`src/rtl/read_pointers_if.sv`:
```
// rtl/read_pointers_if.sv - write/pop/status bundle between the read-pointer block and its neighbours
interface read_pointers_if #(
    parameter int AW = 4
);
    logic          w_en;
    logic          pop;
    logic          clr_err;
    logic [AW-1:0] r_add;
    logic          r_en;
    logic          rd_valid;
    logic          empty;
    logic          full;
    logic [AW:0]   count;
    logic          overflow;
    logic          underflow;

    modport slave (
        input  w_en, pop, clr_err,
        output r_add, r_en, rd_valid, empty, full, count, overflow, underflow
    );

    modport master (
        output w_en, pop, clr_err,
        input  r_add, r_en, rd_valid, empty, full, count, overflow, underflow
    );
endinterface

```
`src/rtl/read_pointers.sv`:
```
// rtl/read_pointers.sv - read-side address/enable controller with occupancy tracking and error flags
module read_pointers #(
    parameter int DEPTH  = 16,
    parameter int AW     = 4,
    parameter int RD_LAT = 1
) (
    input  logic           clk,
    input  logic           reset,
    read_pointers_if.slave bus
);
    localparam logic [1:0]    S_EMPTY   = 2'd0;
    localparam logic [1:0]    S_AVAIL   = 2'd1;
    localparam logic [1:0]    S_FULL    = 2'd2;
    localparam logic [AW:0]   FULL_CNT  = (AW+1)'(DEPTH);
    localparam logic [AW:0]   ONE_CNT   = (AW+1)'(1);
    localparam logic [AW-1:0] LAST_ADDR = AW'(DEPTH-1);

    logic [1:0]        state;
    logic [1:0]        state_next;
    logic [AW:0]       cnt;
    logic [AW:0]       cnt_next;
    logic [AW-1:0]     ptr;
    logic              ren;
    logic [RD_LAT-1:0] lat_sr;
    logic              ovf;
    logic              unf;
    logic              accept;
    logic              ovf_evt;
    logic              unf_evt;

    // A write in the same cycle never makes an empty buffer poppable.
    assign accept  = bus.pop && (cnt != '0);
    assign ovf_evt = bus.w_en && !accept && (cnt == FULL_CNT);
    assign unf_evt = bus.pop && (cnt == '0);

    always_comb begin
        cnt_next = cnt;
        if (bus.w_en && !accept && (cnt != FULL_CNT)) begin
            cnt_next = cnt + ONE_CNT;
        end else if (accept && !bus.w_en) begin
            cnt_next = cnt - ONE_CNT;
        end
    end

    always_comb begin
        state_next = state;
        case (state)
            S_EMPTY: begin
                if (bus.w_en) begin
                    state_next = S_AVAIL;
                end
            end
            S_AVAIL: begin
                if ((cnt == ONE_CNT) && accept && !bus.w_en) begin
                    state_next = S_EMPTY;
                end else if ((cnt == FULL_CNT - ONE_CNT) && bus.w_en && !accept) begin
                    state_next = S_FULL;
                end
            end
            S_FULL: begin
                if (accept && !bus.w_en) begin
                    state_next = S_AVAIL;
                end
            end
            default: state_next = S_EMPTY;
        endcase
    end

    always_ff @(posedge clk or negedge reset) begin
        if (!reset) begin
            state <= S_EMPTY;
            cnt   <= '0;
            ptr   <= '0;
            ren   <= 1'b0;
            ovf   <= 1'b0;
            unf   <= 1'b0;
        end else begin
            state <= state_next;
            cnt   <= cnt_next;
            ren   <= accept;
            // The writer's first word lands at address 1, so the pointer is pre-incremented.
            if (accept) begin
                ptr <= (ptr == LAST_ADDR) ? '0 : ptr + 1'b1;
            end
            ovf <= ovf_evt || (ovf && !bus.clr_err);
            unf <= unf_evt || (unf && !bus.clr_err);
        end
    end

    always_ff @(posedge clk or negedge reset) begin
        if (!reset) begin
            lat_sr <= '0;
        end else begin
            lat_sr[0] <= ren;
            for (int i = 1; i < RD_LAT; i++) begin
                lat_sr[i] <= lat_sr[i-1];
            end
        end
    end

    assign bus.r_add     = ptr;
    assign bus.r_en      = ren;
    assign bus.rd_valid  = lat_sr[RD_LAT-1];
    assign bus.empty     = (state == S_EMPTY);
    assign bus.full      = (state == S_FULL);
    assign bus.count     = cnt;
    assign bus.overflow  = ovf;
    assign bus.underflow = unf;
endmodule

```
`src/flat_wrapper.sv`:
```
// flat-port wrapper written by rule: the top's interface ports become plain ports
module read_pointers_flat 
#(
    parameter int DEPTH  = 16,
    parameter int AW     = 4,
    parameter int RD_LAT = 1
)
  (clk, reset, bus_w_en, bus_pop, bus_clr_err, bus_r_add, bus_r_en, bus_rd_valid, bus_empty, bus_full, bus_count, bus_overflow, bus_underflow);
  read_pointers_if #(.AW(AW)) bus_i ();
  input  logic clk;
  input  logic reset;
  input wire logic [$bits(bus_i.w_en)-1:0] bus_w_en;
  input wire logic [$bits(bus_i.pop)-1:0] bus_pop;
  input wire logic [$bits(bus_i.clr_err)-1:0] bus_clr_err;
  output wire logic [$bits(bus_i.r_add)-1:0] bus_r_add;
  output wire logic [$bits(bus_i.r_en)-1:0] bus_r_en;
  output wire logic [$bits(bus_i.rd_valid)-1:0] bus_rd_valid;
  output wire logic [$bits(bus_i.empty)-1:0] bus_empty;
  output wire logic [$bits(bus_i.full)-1:0] bus_full;
  output wire logic [$bits(bus_i.count)-1:0] bus_count;
  output wire logic [$bits(bus_i.overflow)-1:0] bus_overflow;
  output wire logic [$bits(bus_i.underflow)-1:0] bus_underflow;
  assign bus_i.w_en = bus_w_en;
  assign bus_i.pop = bus_pop;
  assign bus_i.clr_err = bus_clr_err;
  assign bus_r_add = bus_i.r_add;
  assign bus_r_en = bus_i.r_en;
  assign bus_rd_valid = bus_i.rd_valid;
  assign bus_empty = bus_i.empty;
  assign bus_full = bus_i.full;
  assign bus_count = bus_i.count;
  assign bus_overflow = bus_i.overflow;
  assign bus_underflow = bus_i.underflow;
  read_pointers #(.DEPTH(DEPTH), .AW(AW), .RD_LAT(RD_LAT)) u_core (.clk(clk), .reset(reset), .bus(bus_i));
endmodule
```
`config.mk`:
```
export PLATFORM = sky130hd
export DESIGN_NAME = read_pointers_flat
export DESIGN_NICKNAME = d
export VERILOG_FILES = /design/src/rtl/read_pointers_if.sv /design/src/rtl/read_pointers.sv /design/src/flat_wrapper.sv
export SDC_FILE = /design/constraint.sdc
export NUM_CORES = 1
export LEC_CHECK = 0
export CAP_MARGIN = 5
export CELL_PAD_IN_SITES_DETAIL_PLACEMENT = 0
export CELL_PAD_IN_SITES_GLOBAL_PLACEMENT = 1
export CORE_MARGIN = 2
export CORE_UTILIZATION = 33
export CTS_CLUSTER_DIAMETER = 100
export DETAILED_ROUTE_END_ITERATION = 16
export PLACE_DENSITY_LB_ADDON = 0.1
export SYNTH_ARGS = -nofsm -noshare
export SYNTH_HDL_FRONTEND = slang
export SYNTH_SLANG_ARGS = --single-unit
```
`constraint.sdc`:
```
create_clock -name clk -period 1.7 [get_ports clk]
set_input_delay 0.51 -clock clk [delete_from_list [all_inputs] [get_ports clk]]
set_output_delay 0.51 -clock clk [all_outputs]
set_load 0.005 [all_outputs]
```
== After elaboration in Yosys (flattened, before gate mapping) ==
Cells that the tools add are included.
Word-level totals
  flip-flop bits (word level): 15
  bits of input ports: 5
  output and inout port bits: 15
  logic and storage cells: 50
Cells by class
  $add $sub $neg: 3
  eq/ne operators: 10
  muxes and demuxes: 8
  reductions and logical operators: 22
Operators by type and width (count)
  logical AND 1 bit: 12
  two-way mux 5 bit: 2
  two-way mux 2 bit: 4
  one-hot mux 2 bit (3 select lines): 1
  adder 5 x 1 -> 5 bit (second input constant): 1
  equality test 5 x 1 -> 1 bit (second input constant): 1
  equality test 5 x 4 -> 1 bit (second input constant): 1
  equality test 5 bit (second input constant): 1
  logical NOT 5 bit: 1
  != test 5 bit (second input constant): 1
  nonzero test 5 bit: 1
  subtractor 5 x 1 -> 5 bit (second input constant): 1
  adder 4 x 1 -> 4 bit (second input constant): 1
  equality test 4 bit (second input constant): 1
  two-way mux 4 bit: 1
  logical NOT 1 bit: 3
  != test 3 x 1 -> 1 bit (second input constant): 1
  AND reduction 3 bit: 1
  equality test 2 x 1 -> 1 bit (second input constant): 1
  equality test 2 bit (second input constant): 1
  logical NOT 2 bit: 1
  logical OR 1 bit: 2
  != test 2 x 1 -> 1 bit (second input constant): 1
  != test 2 bit (second input constant): 1
  nonzero test 2 bit: 1

== Longest topological paths before layout ==
  depth after elaboration: 7
  gate-level depth with buffers: 7
  depth with buffers taken out: 7

== Worst setup path before layout ==
Ideal clock, no wire load.
  path type: register -> register
  start: register u_core.cnt[1] (netlist: u_core.bus.count[1])
  end: register u_core.cnt[1] (netlist: u_core.bus.count[1])
  setup time: 0.142 ns
  data arrival time: 1.708 ns
  data required time: 1.558 ns
  slack: -0.150 ns
  stages on the path, launching flop included: 7
  clock period less this slack: 1.850 ns
  path through: dfrtp_1 > inv_1 > ha_1 > or4b_4 > and3_4 > a211oi_1 > a31oi_1
Between the ends
  word-level cells in the longest chain between the ends: 6
  elaborated cells on any way between the ends: 12
RTL lines
  start, declared: RTL line read_pointers.sv:20  | logic [AW:0] cnt;
  start signal, assigned: RTL line read_pointers.sv:79  | cnt <= cnt_next;
  branches (longest 6 deep; another with subtractor 5 x 1 -> 5 bit)
Several ways; the timed one is not identified. The select of a mux whose other input is x is not followed.
A chain may end at the register's enable or synchronous reset.

== Worst setup path in the final report ==
  start: register u_core.cnt[1] (netlist: u_core.bus.count[1])
  end: register u_core.cnt[2] (netlist: u_core.bus.count[2])
Same word-level chain as after synthesis.

==> impl_metrics.json <==
{
  "status": "complete, no violations",
  "p_leak_nw": 0.702,
  "synth.ff_latch_count": 15,
  "die_w_um": 54.9,
  "die-area_sq_um": 3010,
  "synth_mux_area_share_pct": 1.17,
  "insertedDiodeCount": 0,
  "track_usage_pct": 16.3,
  "wl_per_cell_um": 12.9,
  "power_density_nw_per_um2": 1450,
  "postSynthAreaPerCell_sq_um": 10.7,
  "drt_iter0_drc": 14,
  "fin_crit_ns": 1.68,
  "worstMarginPinSlew_ns": 0.267,
  "syn_area_sq_um": 855,
  "cts_sinks": 15,
  "drt_pass1_iterations": 4,
  "gr-total-overflow": 0,
  "path_class": "register to register",
  "clock_latency_ns": 0.28,
  "slew_headroom_pct": 82.1,
  "fin_nets": 141,
  "yosysUniqueCellTypes": 38,
  "r2r_slack_ns": 0.02,
  "setup_tns_ns": 0,
  "finalWirelength_um": 2050,
  "clockRootBuffer": "clkbuf_4",
  "via_per_inst": 5.04,
  "area_growth_pct": 62.5,
  "numCtsBuffers": 3,
  "setup_viol": 0,
  "hold_buffers": 0,
  "clk_pin_slew_ns": 0.09,
  "power_w": 0.00201,
  "worstPathRequired_ns": 1.92,
  "rows": 18,
  "crit_fanout": 5,
  "min_path_type": "register to register",
  "synth-xor-area-share_pct": 4.10,
  "die_y_um": 54.9,
  "drive_gt1_share_pct": 42.6,
  "portBuffers": 19,
  "ios": 20,
  "grt_pass1_wl_um": 3410,
  "core_area_sq_um": 2450,
  "drc": 0,
  "clock-skew-final_ns": 0.00163,
  "crit_path_start_kind": "register",
  "rsz0062_at_grt": "yes",
  "cts_tree": "built",
  "post-route-worst-setup-slack_ns": 0.0208,
  "cp-end-kind": "register",
  "fmax_mhz": 596,
  "ir_drop_uv": 790,
  "cts_buffer_depth": 2,
  "dp_slack_ns": -0.287,
  "yosysSeqAreaShare_pct": 43.9,
  "final_hold_viol_count": 0,
  "grt_max_degree": 16,
  "start_util_pct": 34.8,
  "grt_pass1_vias": 752,
  "place_area_sq_um": 1200,
  "dp_hpwl_um": 1510,
  "grt_antenna_before_repair": 0,
  "fin_crit_sh_pct": 98.8,
  "synth_nets": 91,
  "cap_violations": 0,
  "synth_compound_area_share_pct": 18.2,
  "final_cell_area_sq_um": 1390,
  "multi_input_area_sq_um": 505,
  "syn_inst": 80,
  "postRouteAntennaNets": 0,
  "vias": 801,
  "synthSimpleGateAreaFrac_pct": 19.0,
  "routabilityCongestion": 0.739,
  "final_max_slew_viol_count": 0,
  "worstPathArrival_ns": 1.89,
  "synth_top_family_by_area": "simple AND/OR/NAND/NOR gates",
  "yosysWarnings": 0,
  "seqCellArea_sq_um": 379,
  "synthAdderAreaFrac_pct": 8.78,
  "n_fill_cell": 222,
  "h-tree-depth": 1
}
[state kept, by name, indices dropped and copies added (netlist names)]
| signal | cells |
|---|---|
| u_core.bus.count | 5 |
| u_core.bus.overflow | 1 |
| u_core.bus.r_add | 4 |
| u_core.bus.rd_valid | 1 |
| u_core.state | 2 |
| u_core.bus.underflow | 1 |
| u_core.bus.r_en | 1 |
[synthesized netlist by cell type, drive strengths merged]
| master | count | area, sq um |
|---|---|---|
| dfrtp | 15 | 375 |
| nor3 | 1 | 5.00 |
| a22oi | 1 | 12.5 |
| clkbuf | 1 | 3.75 |
| and3 | 3 | 25.0 |
| a21oi | 2 | 10.0 |
| nand3 | 2 | 10.0 |
| nand4 | 1 | 6.26 |
| o211a | 1 | 10.0 |
| a211oi | 1 | 7.51 |
| a31oi | 2 | 12.5 |
| a2bb2oi | 2 | 23.8 |
| a311oi | 1 | 8.76 |
| o211ai | 2 | 15.0 |
| xnor2 | 4 | 35.0 |
| inv | 7 | 26.3 |
| ha | 6 | 75.1 |
| o31ai | 1 | 7.51 |
| a21o | 1 | 7.51 |
| a211o | 1 | 8.76 |
| nor2 | 3 | 11.3 |
| o21ai | 3 | 15.0 |
| nor3b | 1 | 7.51 |
| nand2 | 7 | 26.3 |
| a41o | 1 | 10.0 |
| nand4bb | 1 | 16.3 |
| nor2b | 2 | 12.5 |
| mux2i | 1 | 10.0 |
| or4b | 1 | 13.8 |
| o22ai | 1 | 6.26 |
| buf | 1 | 11.3 |
| nor4b | 1 | 8.76 |
| nand2b | 2 | 20.0 |
[worst max-delay path: stages (launching register included)]
cell and delay (ns):
dfrtp_2 0.42, inv_2 0.08, ha_4 0.13, or4b_4 0.49
and3_4 0.20, a22oi_2 0.15, xnor2_1 0.13
[metal layers]
layer  up-vias  track usage [%]  routed length (um)
met1       390             18.6                 861
li1        391                -                   -
met3         3             5.65                 131
met2        17             29.2                1040
met4         0             3.66                  10
met5         -                0                   0
[power breakdown]
part | internal, W | total (W) | switching [W]
registers | 0.000485 | 0.000569 | 0.0000841
clock network | 0.0000912 | 0.000206 | 0.000115
logic | 0.000713 | 0.00123 | 0.000520
[layout make-up]
| type | instances | area share [%] |
|---|---|---|
| clock buffer | 4 | 1.89 |
| inverter | 7 | 1.89 |
| multi-input combinational | 56 | 36.4 |
| sequential | 15 | 27.3 |
| tap | 30 | 2.70 |
| timing repair buffer | 47 | 29.8 |
[path summary, 6_finish.rpt]
| kind | depth (start not counted) | start | to |
|---|---|---|---|
| min in group asynchronous | 2 | reset | u_core.bus.overflow |
| hold reg to reg | 0 | u_core.bus.r_en | u_core.bus.rd_valid |
| setup reg to reg | 6 | u_core.bus.count[1] | u_core.bus.count[2] |
| setup / recovery | 6 | u_core.bus.count[1] | u_core.bus.count[2] |
| hold / removal | 0 | u_core.bus.r_en | u_core.bus.rd_valid |
| max in group asynchronous | 2 | reset | u_core.bus.count[0] |
[cell families after synthesis]
family                     after synthesis
xor gates and xnor gates                 4
adders and majority gates                6
muxes                                    1
and+or+nand+nor                         25
AOI/OAI and AO/OA                       20
buffers and inverters                    9
DFF                                     15
[what timing repair did]
item,in CTS,in global routing
cloned,0,0
gates resized for setup,14,10
buffers inserted,12,1
setup endpoints to repair,14,12
pin swaps,3,1
[metrics by stage]
| stage | hold WS (ns) | cells | utilization (%) |
|---|---|---|---|
| finish | 0.383 | 159 | 56.6 |
| global route | 0.400 | 159 | 56.6 |
| CTS | 0.382 | 158 | 54.6 |
| detailed placement | 0.362 | 142 | 49.0 |
| global placement | 0.358 | 142 | 49.0 |
| floorplan | 0.214 | 80 | - |
[layout by cell type (no fill, tap or decap), types with 2 or more instances in the layout]
cell             synthesis  routed
a21oi_1                  2       2
a2bb2oi_2                1       2
a31oi_1                  2       2
buf_4                    0      25
buf_6                    1       3
clkbuf_4                 0       3
clkdlybuf4s50_1          0       9
dfrtp_1                 15      12
dfrtp_2                  0       3
dlygate4sd2_1            0       6
dlymetal6s2s_1           0       4
ha_1                     6       3
ha_4                     0       2
inv_1                    6       4
inv_2                    1       3
nand2_1                  7       6
nand3_1                  2       2
nor2_1                   3       2
o211ai_1                 2       2
o21ai_0                  3       3
xnor2_1                  4       4
No activity file was read; power rests on OpenSTA's default activity.
